<file path="config.mk">
export PLATFORM = sky130hd
export DESIGN_NAME = arm_motion_sequencer_flat
export DESIGN_NICKNAME = d
export VERILOG_FILES = /design/src/rtl/arm_motion_sequencer_pkg.sv /design/src/rtl/arm_motion_sequencer_if.sv /design/src/rtl/arm_motion_sequencer_rom.sv /design/src/rtl/arm_motion_sequencer.sv /design/src/flat_wrapper.sv
export SDC_FILE = /design/constraint.sdc
export NUM_CORES = 1
export LEC_CHECK = 0
export ABC_AREA = 0
export CORE_MARGIN = 8
export CORE_UTILIZATION = 30
export CTS_BUF_LIST = sky130_fd_sc_hd__clkbuf_16
export CTS_CLUSTER_SIZE = 12
export DETAILED_ROUTE_END_ITERATION = 8
export GPL_TIMING_DRIVEN = 0
export SETUP_SLACK_MARGIN = 0.1
export SYNTH_ARGS = -nofsm -noshare
export SYNTH_HDL_FRONTEND = slang
export SYNTH_SLANG_ARGS = --single-unit
</file>
<file path="constraint.sdc">
create_clock -name clk -period 3 [get_ports clk]
set_input_delay 0.6 -clock clk [delete_from_list [all_inputs] [get_ports clk]]
set_output_delay 0.6 -clock clk [all_outputs]
set_load 0.02 [all_outputs]
</file>
<file path="src/rtl/arm_motion_sequencer_pkg.sv">
// Shared encodings and frame constants for the arm motion sequencer.
// The servo step controller imports the same frame length.
package arm_seq_pkg;

    localparam int DWELL_UNIT_DEF = 2_000_000;
    localparam int NUM_STEPS_DEF  = 8;
    localparam int DWELL_W_DEF    = 6;
    localparam int CNT_W          = 22;

    typedef enum logic [1:0] {
        OP_HOLD = 2'b00,
        OP_CW   = 2'b01,
        OP_CCW  = 2'b10,
        OP_END  = 2'b11
    } op_t;

    typedef enum logic [2:0] {
        ST_IDLE,
        ST_FETCH,
        ST_ISSUE,
        ST_DWELL,
        ST_DONE
    } state_t;

endpackage

</file>
<file path="src/rtl/arm_motion_sequencer_if.sv">
// Command/status bundle between the motion sequencer and its host.
// The master side is the sequencer; the slave side drives start/abort/pause.
interface arm_motion_sequencer_if #(
    parameter int PC_W = 3
);
    logic            start;
    logic            abort;
    logic            pause;
    logic            step_cw;
    logic            step_ccw;
    logic            busy;
    logic            done;
    logic            aborted;
    logic [PC_W-1:0] pc;

    modport master (
        input  start, abort, pause,
        output step_cw, step_ccw, busy, done, aborted, pc
    );

    modport slave (
        output start, abort, pause,
        input  step_cw, step_ccw, busy, done, aborted, pc
    );
endinterface

</file>
<file path="src/rtl/arm_motion_sequencer_rom.sv">
// Motion program ROM: entry = {op, dwell}. Replace this module to load
// a different arm program; unused slots must hold END.
module arm_seq_rom
    import arm_seq_pkg::*;
#(
    parameter int PC_W    = 3,
    parameter int DWELL_W = DWELL_W_DEF
) (
    input  logic [PC_W-1:0]    pc,
    output logic [DWELL_W+1:0] entry
);

    always_comb begin
        entry = {OP_END, DWELL_W'(0)};
        case (pc)
            PC_W'(0): entry = {OP_CW,   DWELL_W'(10)};
            PC_W'(1): entry = {OP_CW,   DWELL_W'(10)};
            PC_W'(2): entry = {OP_HOLD, DWELL_W'(25)};
            PC_W'(3): entry = {OP_CCW,  DWELL_W'(10)};
            PC_W'(4): entry = {OP_CCW,  DWELL_W'(10)};
            default:  entry = {OP_END,  DWELL_W'(0)};
        endcase
    end

endmodule

</file>
<file path="src/rtl/arm_motion_sequencer.sv">
// Plays the ROM motion program as single-cycle step pulses with per-entry
// dwell measured in servo frames.
//
//  state | meaning
//  IDLE  | waiting for start, busy low
//  FETCH | latch rom[pc] into op_q/dwell_q
//  ISSUE | step pulse (if any) visible, decide END / advance / dwell
//  DWELL | count dwell_q frames of DWELL_UNIT clocks, frozen by pause
//  DONE  | done pulse, back to IDLE
module arm_motion_sequencer
    import arm_seq_pkg::*;
#(
    parameter int DWELL_UNIT = DWELL_UNIT_DEF,
    parameter int NUM_STEPS  = NUM_STEPS_DEF,
    parameter int DWELL_W    = DWELL_W_DEF
) (
    input  logic                   clk,
    input  logic                   rst_n,
    arm_motion_sequencer_if.master bus
);

    localparam int                PC_W      = $clog2(NUM_STEPS);
    localparam logic [CNT_W-1:0]  UNIT_LAST = CNT_W'(DWELL_UNIT - 1);
    localparam logic [PC_W-1:0]   PC_LAST   = PC_W'(NUM_STEPS - 1);

    state_t               state;
    op_t                  op_q;
    logic [DWELL_W-1:0]   dwell_q;
    logic [DWELL_W-1:0]   remaining;
    logic [CNT_W-1:0]     unit_cnt;
    logic [PC_W-1:0]      pc_q;
    logic [DWELL_W+1:0]   rom_entry;
    op_t                  rom_op;
    logic                 step_cw_q, step_ccw_q, busy_q, done_q, aborted_q;

    arm_seq_rom #(.PC_W(PC_W), .DWELL_W(DWELL_W)) u_rom (
        .pc    (pc_q),
        .entry (rom_entry)
    );

    assign rom_op = op_t'(rom_entry[DWELL_W+1 -: 2]);

    always_ff @(posedge clk or negedge rst_n) begin
        if (!rst_n) begin
            state      <= ST_IDLE;
            op_q       <= OP_HOLD;
            dwell_q    <= '0;
            remaining  <= '0;
            unit_cnt   <= '0;
            pc_q       <= '0;
            step_cw_q  <= 1'b0;
            step_ccw_q <= 1'b0;
            busy_q     <= 1'b0;
            done_q     <= 1'b0;
            aborted_q  <= 1'b0;
        end else begin
            step_cw_q  <= 1'b0;
            step_ccw_q <= 1'b0;
            done_q     <= 1'b0;
            aborted_q  <= 1'b0;
            // abort outranks everything, including a coincident start
            if (bus.abort && state != ST_IDLE) begin
                state     <= ST_IDLE;
                busy_q    <= 1'b0;
                aborted_q <= 1'b1;
            end else begin
                case (state)
                    ST_IDLE: begin
                        if (bus.start && !bus.abort) begin
                            state  <= ST_FETCH;
                            pc_q   <= '0;
                            busy_q <= 1'b1;
                        end
                    end
                    ST_FETCH: begin
                        op_q       <= rom_op;
                        dwell_q    <= rom_entry[DWELL_W-1:0];
                        step_cw_q  <= (rom_op == OP_CW);
                        step_ccw_q <= (rom_op == OP_CCW);
                        state      <= ST_ISSUE;
                    end
                    ST_ISSUE: begin
                        if (op_q == OP_END) begin
                            state  <= ST_DONE;
                            done_q <= 1'b1;
                        end else if (dwell_q == '0) begin
                            if (pc_q == PC_LAST) begin
                                state  <= ST_DONE;
                                done_q <= 1'b1;
                            end else begin
                                pc_q  <= pc_q + 1'b1;
                                state <= ST_FETCH;
                            end
                        end else begin
                            unit_cnt  <= '0;
                            remaining <= dwell_q;
                            state     <= ST_DWELL;
                        end
                    end
                    ST_DWELL: begin
                        if (!bus.pause) begin
                            if (unit_cnt == UNIT_LAST) begin
                                unit_cnt  <= '0;
                                remaining <= remaining - 1'b1;
                                if (remaining == DWELL_W'(1)) begin
                                    if (pc_q == PC_LAST) begin
                                        state  <= ST_DONE;
                                        done_q <= 1'b1;
                                    end else begin
                                        pc_q  <= pc_q + 1'b1;
                                        state <= ST_FETCH;
                                    end
                                end
                            end else begin
                                unit_cnt <= unit_cnt + 1'b1;
                            end
                        end
                    end
                    ST_DONE: begin
                        state  <= ST_IDLE;
                        busy_q <= 1'b0;
                    end
                    default: begin
                        state  <= ST_IDLE;
                        busy_q <= 1'b0;
                    end
                endcase
            end
        end
    end

    assign bus.step_cw  = step_cw_q;
    assign bus.step_ccw = step_ccw_q;
    assign bus.busy     = busy_q;
    assign bus.done     = done_q;
    assign bus.aborted  = aborted_q;
    assign bus.pc       = pc_q;

endmodule
</file>
<file path="src/flat_wrapper.sv">
// flat-port wrapper written by rule: the top's interface ports become plain ports
module arm_motion_sequencer_flat import arm_seq_pkg::*;
#(
    parameter int DWELL_UNIT = DWELL_UNIT_DEF,
    parameter int NUM_STEPS  = NUM_STEPS_DEF,
    parameter int DWELL_W    = DWELL_W_DEF
)
  (clk, rst_n, bus_start, bus_abort, bus_pause, bus_step_cw, bus_step_ccw, bus_busy, bus_done, bus_aborted, bus_pc);
  arm_motion_sequencer_if bus_i ();
  input  logic clk;
  input  logic rst_n;
  input wire logic [$bits(bus_i.start)-1:0] bus_start;
  input wire logic [$bits(bus_i.abort)-1:0] bus_abort;
  input wire logic [$bits(bus_i.pause)-1:0] bus_pause;
  output wire logic [$bits(bus_i.step_cw)-1:0] bus_step_cw;
  output wire logic [$bits(bus_i.step_ccw)-1:0] bus_step_ccw;
  output wire logic [$bits(bus_i.busy)-1:0] bus_busy;
  output wire logic [$bits(bus_i.done)-1:0] bus_done;
  output wire logic [$bits(bus_i.aborted)-1:0] bus_aborted;
  output wire logic [$bits(bus_i.pc)-1:0] bus_pc;
  assign bus_i.start = bus_start;
  assign bus_i.abort = bus_abort;
  assign bus_i.pause = bus_pause;
  assign bus_step_cw = bus_i.step_cw;
  assign bus_step_ccw = bus_i.step_ccw;
  assign bus_busy = bus_i.busy;
  assign bus_done = bus_i.done;
  assign bus_aborted = bus_i.aborted;
  assign bus_pc = bus_i.pc;
  arm_motion_sequencer #(.DWELL_UNIT(DWELL_UNIT), .NUM_STEPS(NUM_STEPS), .DWELL_W(DWELL_W)) u_core (.clk(clk), .rst_n(rst_n), .bus(bus_i));
endmodule
</file>
==> results.md, run 1 <==
- Post-synth EDFFs: 0
- Fin. Hold Viols: 0
- CP arrival: 2.58 ns
- Starting Density: 30.4%
- DP Wirelength: 4.42 mm
- Netlist cell types: 52
- Number of nets in the layout: 321
- Ys async rst share: 100%
- Post-route cell area: 3000 µm²
- Yosys warns: 0
- Tot GR Track Use: 11.2%
- Final period utilization: 80.6%
- Sink Count: 44
- Pleak: 1.21 nW
- Register area share after synthesis: 42.4%
- Yosys top cell by area: dfrtp_1
- # Post-CTS Setup Buffers: 0
- First-pass GRT wire length: 10.9 mm
- Slew HR: 55.4%
- Cell Area, Synth: 2600 µm²
- Num CTS Buffers: 5
- DR WL/cell: 14.9 µm
- Worst r2r dst: u_core.bus.pc[0]$_DFFE_PN0P_
- Outcome: finished clean
- Die height: 109 µm
- Switch Pwr: 685 µW
- Root Driver: clkbuf_16
- Bufs on Longest Clock Path: 2
- Power Dens Cells: 649 nW/µm²
- Number of nets still failing antenna checks after routing: 0
- Top-area cell type share of the netlist area: 42.4%
- Port-buffer cells: 12
- Hold_ws: 0.238 ns
- Most numerous cell in the Yosys netlist: dfrtp_1
- Internal Power: 1.26 mW
- Depth of the most critical reg-to-reg path: 6
- Vias per cell: 5.45
- Die Area: 11,900 µm²
- Avg Inst Size Synth: 9.02 µm²
- CTS H-tree depth: 2
- HP Class: in -> async
- Largest net degree at the start of global routing: 30
- Die extent in x: 109 µm
- Grt total ovfl: 0
- Starting DRT DRC Count: 124
- Post-synthesis register bit count: 44
- Primary FF master, synth: dfrtp_1
- CP Capture Type: flip-flop
- CTS-repair resized insts: 0
- Num ports: 13
- N_diodes: 0
- Via count of the routed design: 2,268
- CTS clk-pin slew, worst paths: 0.06 ns
- Synth top area cells: dfrtp_1, a31oi_1, nand2_1
- Critical Path Start Type: input pin
- Area growth syn-to-layout: 15.5%
- Hold_buf cts: 0
- Unrepaired setup endpoints after global routing: no
- Crit Path Max Fanout: 10
- Skew-Pair Late Insertion Delay: 0.29 ns
- Peak supply drop: 0.314 mV
- CTS tree: done
- Max cap viols: 0
- Sequential power share: 41.9%
- Initial antenna violation count: 0
- Switching Share: 35.2%
- Placed inst area: 2870 µm²
- Cells after synthesis: 288
- Ratio of cells with drive above 1 in the final layout: 9.42%
- Vias in the first global route: 2,299
- GPL Wtd Cong: 0.830
- Pins Over Slew Limit: 0
- Commonest cells in the netlist: dfrtp_1, nand2_1, nor2_1, a21oi_1, a31oi_1
- Required @ worst endpoint: 3.17 ns
- Crit Path Class: in -> reg
- # rows: 34
- Minimum clock period after layout: 2.42 ns
- Combinational group share of total power: 31.3%
- Worst slew pin tran: 0.665 ns
- FF-to-FF setup slack: 0.73 ns
- Syn_nets: 301
- DRT Pass-1 Iters: 5
- FMAX: 414 MHz
- Clock skew: 0.0107 ns
- DR DRC count: 0
- Clk network pwr share: 26.8%
- Total core area: 8550 µm²
- Routed WL: 6.21 mm
- # setup viols final: 0
- Reg2reg start: u_core.bus.pc[0]$_DFFE_PN0P_
[worst max-delay path: stages]
cell and delay, ns:
clkdlybuf4s50_1 0.49, clkbuf_1 0.37, nor2_1 0.12, nand2_1 0.31, clkbuf_1 0.43, o21ai_0 0.16
o41ai_1 0.09
[logic make-up after synthesis]
kind of cell / after synthesis / share of synthesized area, %
buf+inv: 25 / 4.43
flops: 44 / 42.4
simple gates: 118 / 25.2
compound gates: 91 / 23.2
fa+ha+maj: 8 / 3.85
mux: 2 / 0.867
[worst max path at each step]
stage          slack [ns]  depth (start not counted)                               to                         start
2_1_floorplan        0.82                          6     u_core.bus.pc[0]$_DFFE_PN0P_  u_core.bus.pc[0]$_DFFE_PN0P_
3_3_place_gp        -0.04                          1   u_core.unit_cnt[4]$_DFFE_PN0P_                         rst_n
5_1_grt              0.40                          7  u_core.remaining[2]$_DFFE_PN0P_                     bus_abort
6_report             0.58                          7  u_core.remaining[2]$_DFFE_PN0P_                     bus_abort
4_1_cts              0.56                          7  u_core.remaining[2]$_DFFE_PN0P_                     bus_abort
3_5_place_dp         0.28                          7  u_core.remaining[2]$_DFFE_PN0P_                     bus_abort
[area by class of cell]
class | instances | area, µm²
multi-input combinational | 219 | 1380
clock buffer | 5 | 125
sequential | 44 | 1100
tap | 108 | 135
timing repair buffer | 13 | 135
buffer | 17 | 85.1
clock inverter | 2 | 7.51
inverter | 8 | 30.0
fill | 871 | 5550
[power groups by stage]
stage | sequential (mW) | combinational [mW] | clock (mW)
floorplan | 0.827 | 0.423 | 0
global placement | 0.821 | 0.597 | 0
detailed placement | 0.827 | 0.611 | 0
CTS | 0.814 | 0.613 | 0.535
global route | 0.832 | 0.687 | 0.560
finish | 0.815 | 0.608 | 0.522
[flip-flops by register name, summed over array words and instances, names as in the netlist]
name,cells
u_core.bus.aborted,1
u_core.bus.busy,1
u_core.bus.step_cw,1
u_core.dwell_q,3
u_core.remaining,6
u_core.bus.step_ccw,1
u_core.unit_cnt,22
u_core.bus.pc,3
u_core.state,3
u_core.op_q,2
u_core.bus.done,1
[cell usage in the layout, fill, tap and decap left out, drive strengths merged, types with 4 or more instances in the layout]
cell type and n:
buf 10, and3 6, nor4 4, and2 5, nand2 31, nand2b 9
o21ai 23, a21oi 20, inv 8, clkdlybuf4s50 11, nand3b 4, nand4 4
nand3 14, clkbuf 14, nor3 6, ha 8, nor2 23, dfrtp 44
a41oi 7, a31oi 19
[per-stage QoR]
stage	utilization, %	instances	total power, mW	setup TNS, ns	setup slack [ns]
2_1_floorplan	-	288	1.25	0	0.816
3_3_place_gp	33.4	408	1.42	-1.57	-0.0379
3_5_place_dp	33.5	409	1.44	0	0.283
4_1_cts	35.1	416	1.96	0	0.557
5_1_grt	35.1	416	2.08	0	0.403
6_report	35.1	416	1.95	0	0.582
[layer usage]
| metal | global-route usage, % | routed length [µm] |
|---|---|---|
| met1 | 14.2 | 2930 |
| met2 | 18.4 | 3010 |
| met3 | 2.84 | 227 |
| met4 | 3.32 | 47 |
| met5 | 0 | 0 |
Note: power is estimated with default switching activity, not from simulation.
==> run 2: changes to the inputs <==
==> constraint.sdc (replaced) <==
create_clock -name clk -period 2.1 [get_ports clk]
set_input_delay 0.42 -clock clk [delete_from_list [all_inputs] [get_ports clk]]
set_output_delay 0.42 -clock clk [all_outputs]
set_load 0.02 [all_outputs]
==> run 2 against run 1 <==
Net effect:
- total power increased by 56%
- global-route usage increased by 0.13 points
- sequential share of layout area decreased by 3.2 points
- worst setup slack got worse by 0.43 ns
- sequential power increased by 44%
- critical path type is now reg -> reg
- largest power group unchanged
==> results.md, run 2 (synthesized netlist as in run 1, its figures left out) <==
- Required @ worst endpoint: 2.32 ns
- Initial antenna violation count: 0
- N_diodes: 0
- Grt total ovfl: 0
- Number of nets still failing antenna checks after routing: 0
- PnR worst setup slack: 0.154 ns
- Vias in the first global route: 2,299
- CTS tree: done
- Outcome: finished clean
- Die extent in x: 109 µm
- Starting Density: 30.4%
- Worst slew pin tran: 0.566 ns
- Hold_buf cts: 0
- Bufs on Longest Clock Path: 2
- Slew HR: 62.2%
- Worst setup path start: u_core.unit_cnt[1]$_DFFE_PN0P_
- DP Wirelength: 4.37 mm
- Most frequent cells in the layout: dfrtp_1, nand2_1, nor2_1
- CP dominant cell by count: and3_4
- Ratio of cells with drive above 1 in the final layout: 21.1%
- Clock skew: 0.00956 ns
- DRT Pass-1 Iters: 4
- Largest Register: u_core.unit_cnt
- First-pass GRT wire length: 10.9 mm
- Power Dens Cells: 917 nW/µm²
- Max stage delay on crit path: 0.49 ns
- Max cap viols: 0
- Routed WL: 6.52 mm
- Unrepaired setup endpoints after global routing: yes
- Reg2reg start: u_core.unit_cnt[1]$_DFFE_PN0P_
- CP max-delay cell: or4_1
- Final core occ: 38.6%
- HP Class: in -> async
- Minimum clock period after layout: 1.95 ns
- DR DRC count: 0
- Total core area: 8550 µm²
- Port-buffer cells: 12
- DR WL/cell: 15.1 µm
- CTS clk-pin slew, worst paths: 0.07 ns
- Pleak: 1.34 nW
- Num ports: 13
- Post-route cell area: 3300 µm²
- Biggest regs: u_core.unit_cnt: 22 flops, u_core.remaining: 6 flops
- Fin. Hold Viols: 0
- Placed inst area: 2900 µm²
- Die height: 109 µm
- Tot GR Track Use: 11.4%
- # setup viols final: 0
- Sink Count: 44
- Crit Path Max Fanout: 8
- Area growth syn-to-layout: 27.2%
- Num CTS Buffers: 5
- FMAX: 514 MHz
- Die Area: 11,900 µm²
- CP arrival: 2.17 ns
- # rows: 34
- Commonest non-fill, non-tap cell in the layout: dfrtp_1
- Peak supply drop: 0.438 mV
- Vias per cell: 5.41
- Largest register FFs: 22
- Place WS: -0.399 ns
- Pins Over Slew Limit: 0
- Crit-path cells: ha_4 -> and3_4 -> and3_4 -> buf_8 -> and2_4 -> or4_1 -> nand3_1
- CTS H-tree depth: 2
- Number of nets in the layout: 335
- CP Capture Type: flip-flop
- Crit Path Class: reg -> reg
- Via count of the routed design: 2,332
- Root Driver: clkbuf_16
- Largest net degree at the start of global routing: 31
- GPL Wtd Cong: 0.847
- Starting DRT DRC Count: 169
- Critical Path Start Type: flip-flop
- Final period utilization: 92.7%
- Skew-Pair Late Insertion Delay: 0.29 ns
==> run 2: cell types whose count changed in the layout (fill, tap and decap cells not counted), sizes merged <==
cell	previous run	this run
inv	8	9
bufinv	0	1
clkdlybuf4s50	11	10
buf	10	25
dlymetal6s2s	0	1
clkinv	2	1
clkbuf	14	13
==> run 2: area by class of cell <==
type | count | area (µm²)
Sequential cell | 44 | 1110
Tap cell | 108 | 135
Fill cell | 845 | 5250
Timing Repair Buffer | 27 | 238
Multi-Input combinational cell | 219 | 1510
Inverter | 8 | 30.0
Buffer | 17 | 116
Clock inverter | 3 | 38.8
Clock buffer | 5 | 125
==> run 2: metal layers <==
layer / track usage [%] / routed length (µm)
met5: 0 / 0
met4: 3.52 / 83
met3: 2.48 / 212
met2: 18.8 / 3190
met1: 14.4 / 3040
==> run 2: final timing paths <==
path	end	slack, ns	cells after the start
worst max-delay path	u_core.unit_cnt[7]$_DFFE_PN0P_	0.15	7
worst min-delay path	u_core.bus.step_ccw$_DFF_PN0_	0.05	1
worst max register to register	u_core.unit_cnt[7]$_DFFE_PN0P_	0.15	7
worst min register to register	u_core.unit_cnt[20]$_DFFE_PN0P_	0.49	1
max in group asynchronous	u_core.unit_cnt[15]$_DFFE_PN0P_	1.55	2
min in group clk	u_core.unit_cnt[20]$_DFFE_PN0P_	0.49	1
==> run 2: repair_timing <==
| item | CTS | global route |
|---|---|---|
| resized for setup | 11 | 26 |
| cloned | 0 | 2 |
| setup buffers | 6 | 6 |
| pin swaps | 3 | 10 |
| setup endpoints to repair | 29 | 27 |
==> run 2: metrics by stage <==
stage	setup TNS, ns	instances	hold WS (ns)	power [mW]
6_report	0	431	0.0464	3.03
5_1_grt	0	431	0.0756	3.22
4_1_cts	0	423	0.0632	2.98
3_5_place_dp	-7.29	409	0.366	2.05
3_3_place_gp	-39.45	408	0.461	2.03
2_1_floorplan	0	288	0.124	1.79
==> run 2: power breakdown <==
group / switching, mW / internal (mW) / leakage [nW]
sequential: 0.158 / 1.01 / 0.580
combinational: 0.552 / 0.427 / 0.679
clock: 0.326 / 0.555 / 0.0850
total: 1.04 / 1.99 / 1.34
==> run 2: critical path: cells and delay by family (launching register included) <==
| family | cells | cell delay, ns |
|---|---|---|
| fa+ha+maj | 1 | 0.19 |
| simple gates | 5 | 1.13 |
| buf+inv | 1 | 0.13 |
| flops | 1 | 0.43 |
==> run 3: changes to the inputs <==
--- a/config.mk
+++ b/config.mk
@@ -9,6 +9,7 @@
 export CORE_MARGIN = 8
 export CORE_UTILIZATION = 30
 export CTS_BUF_LIST = sky130_fd_sc_hd__clkbuf_16
+export CTS_CLUSTER_DIAMETER = 60
 export CTS_CLUSTER_SIZE = 12
 export DETAILED_ROUTE_END_ITERATION = 8
 export GPL_TIMING_DRIVEN = 0
==> results of run 3 <==
Same layout as run 2: the final DEF is identical, and so are final timing and power.
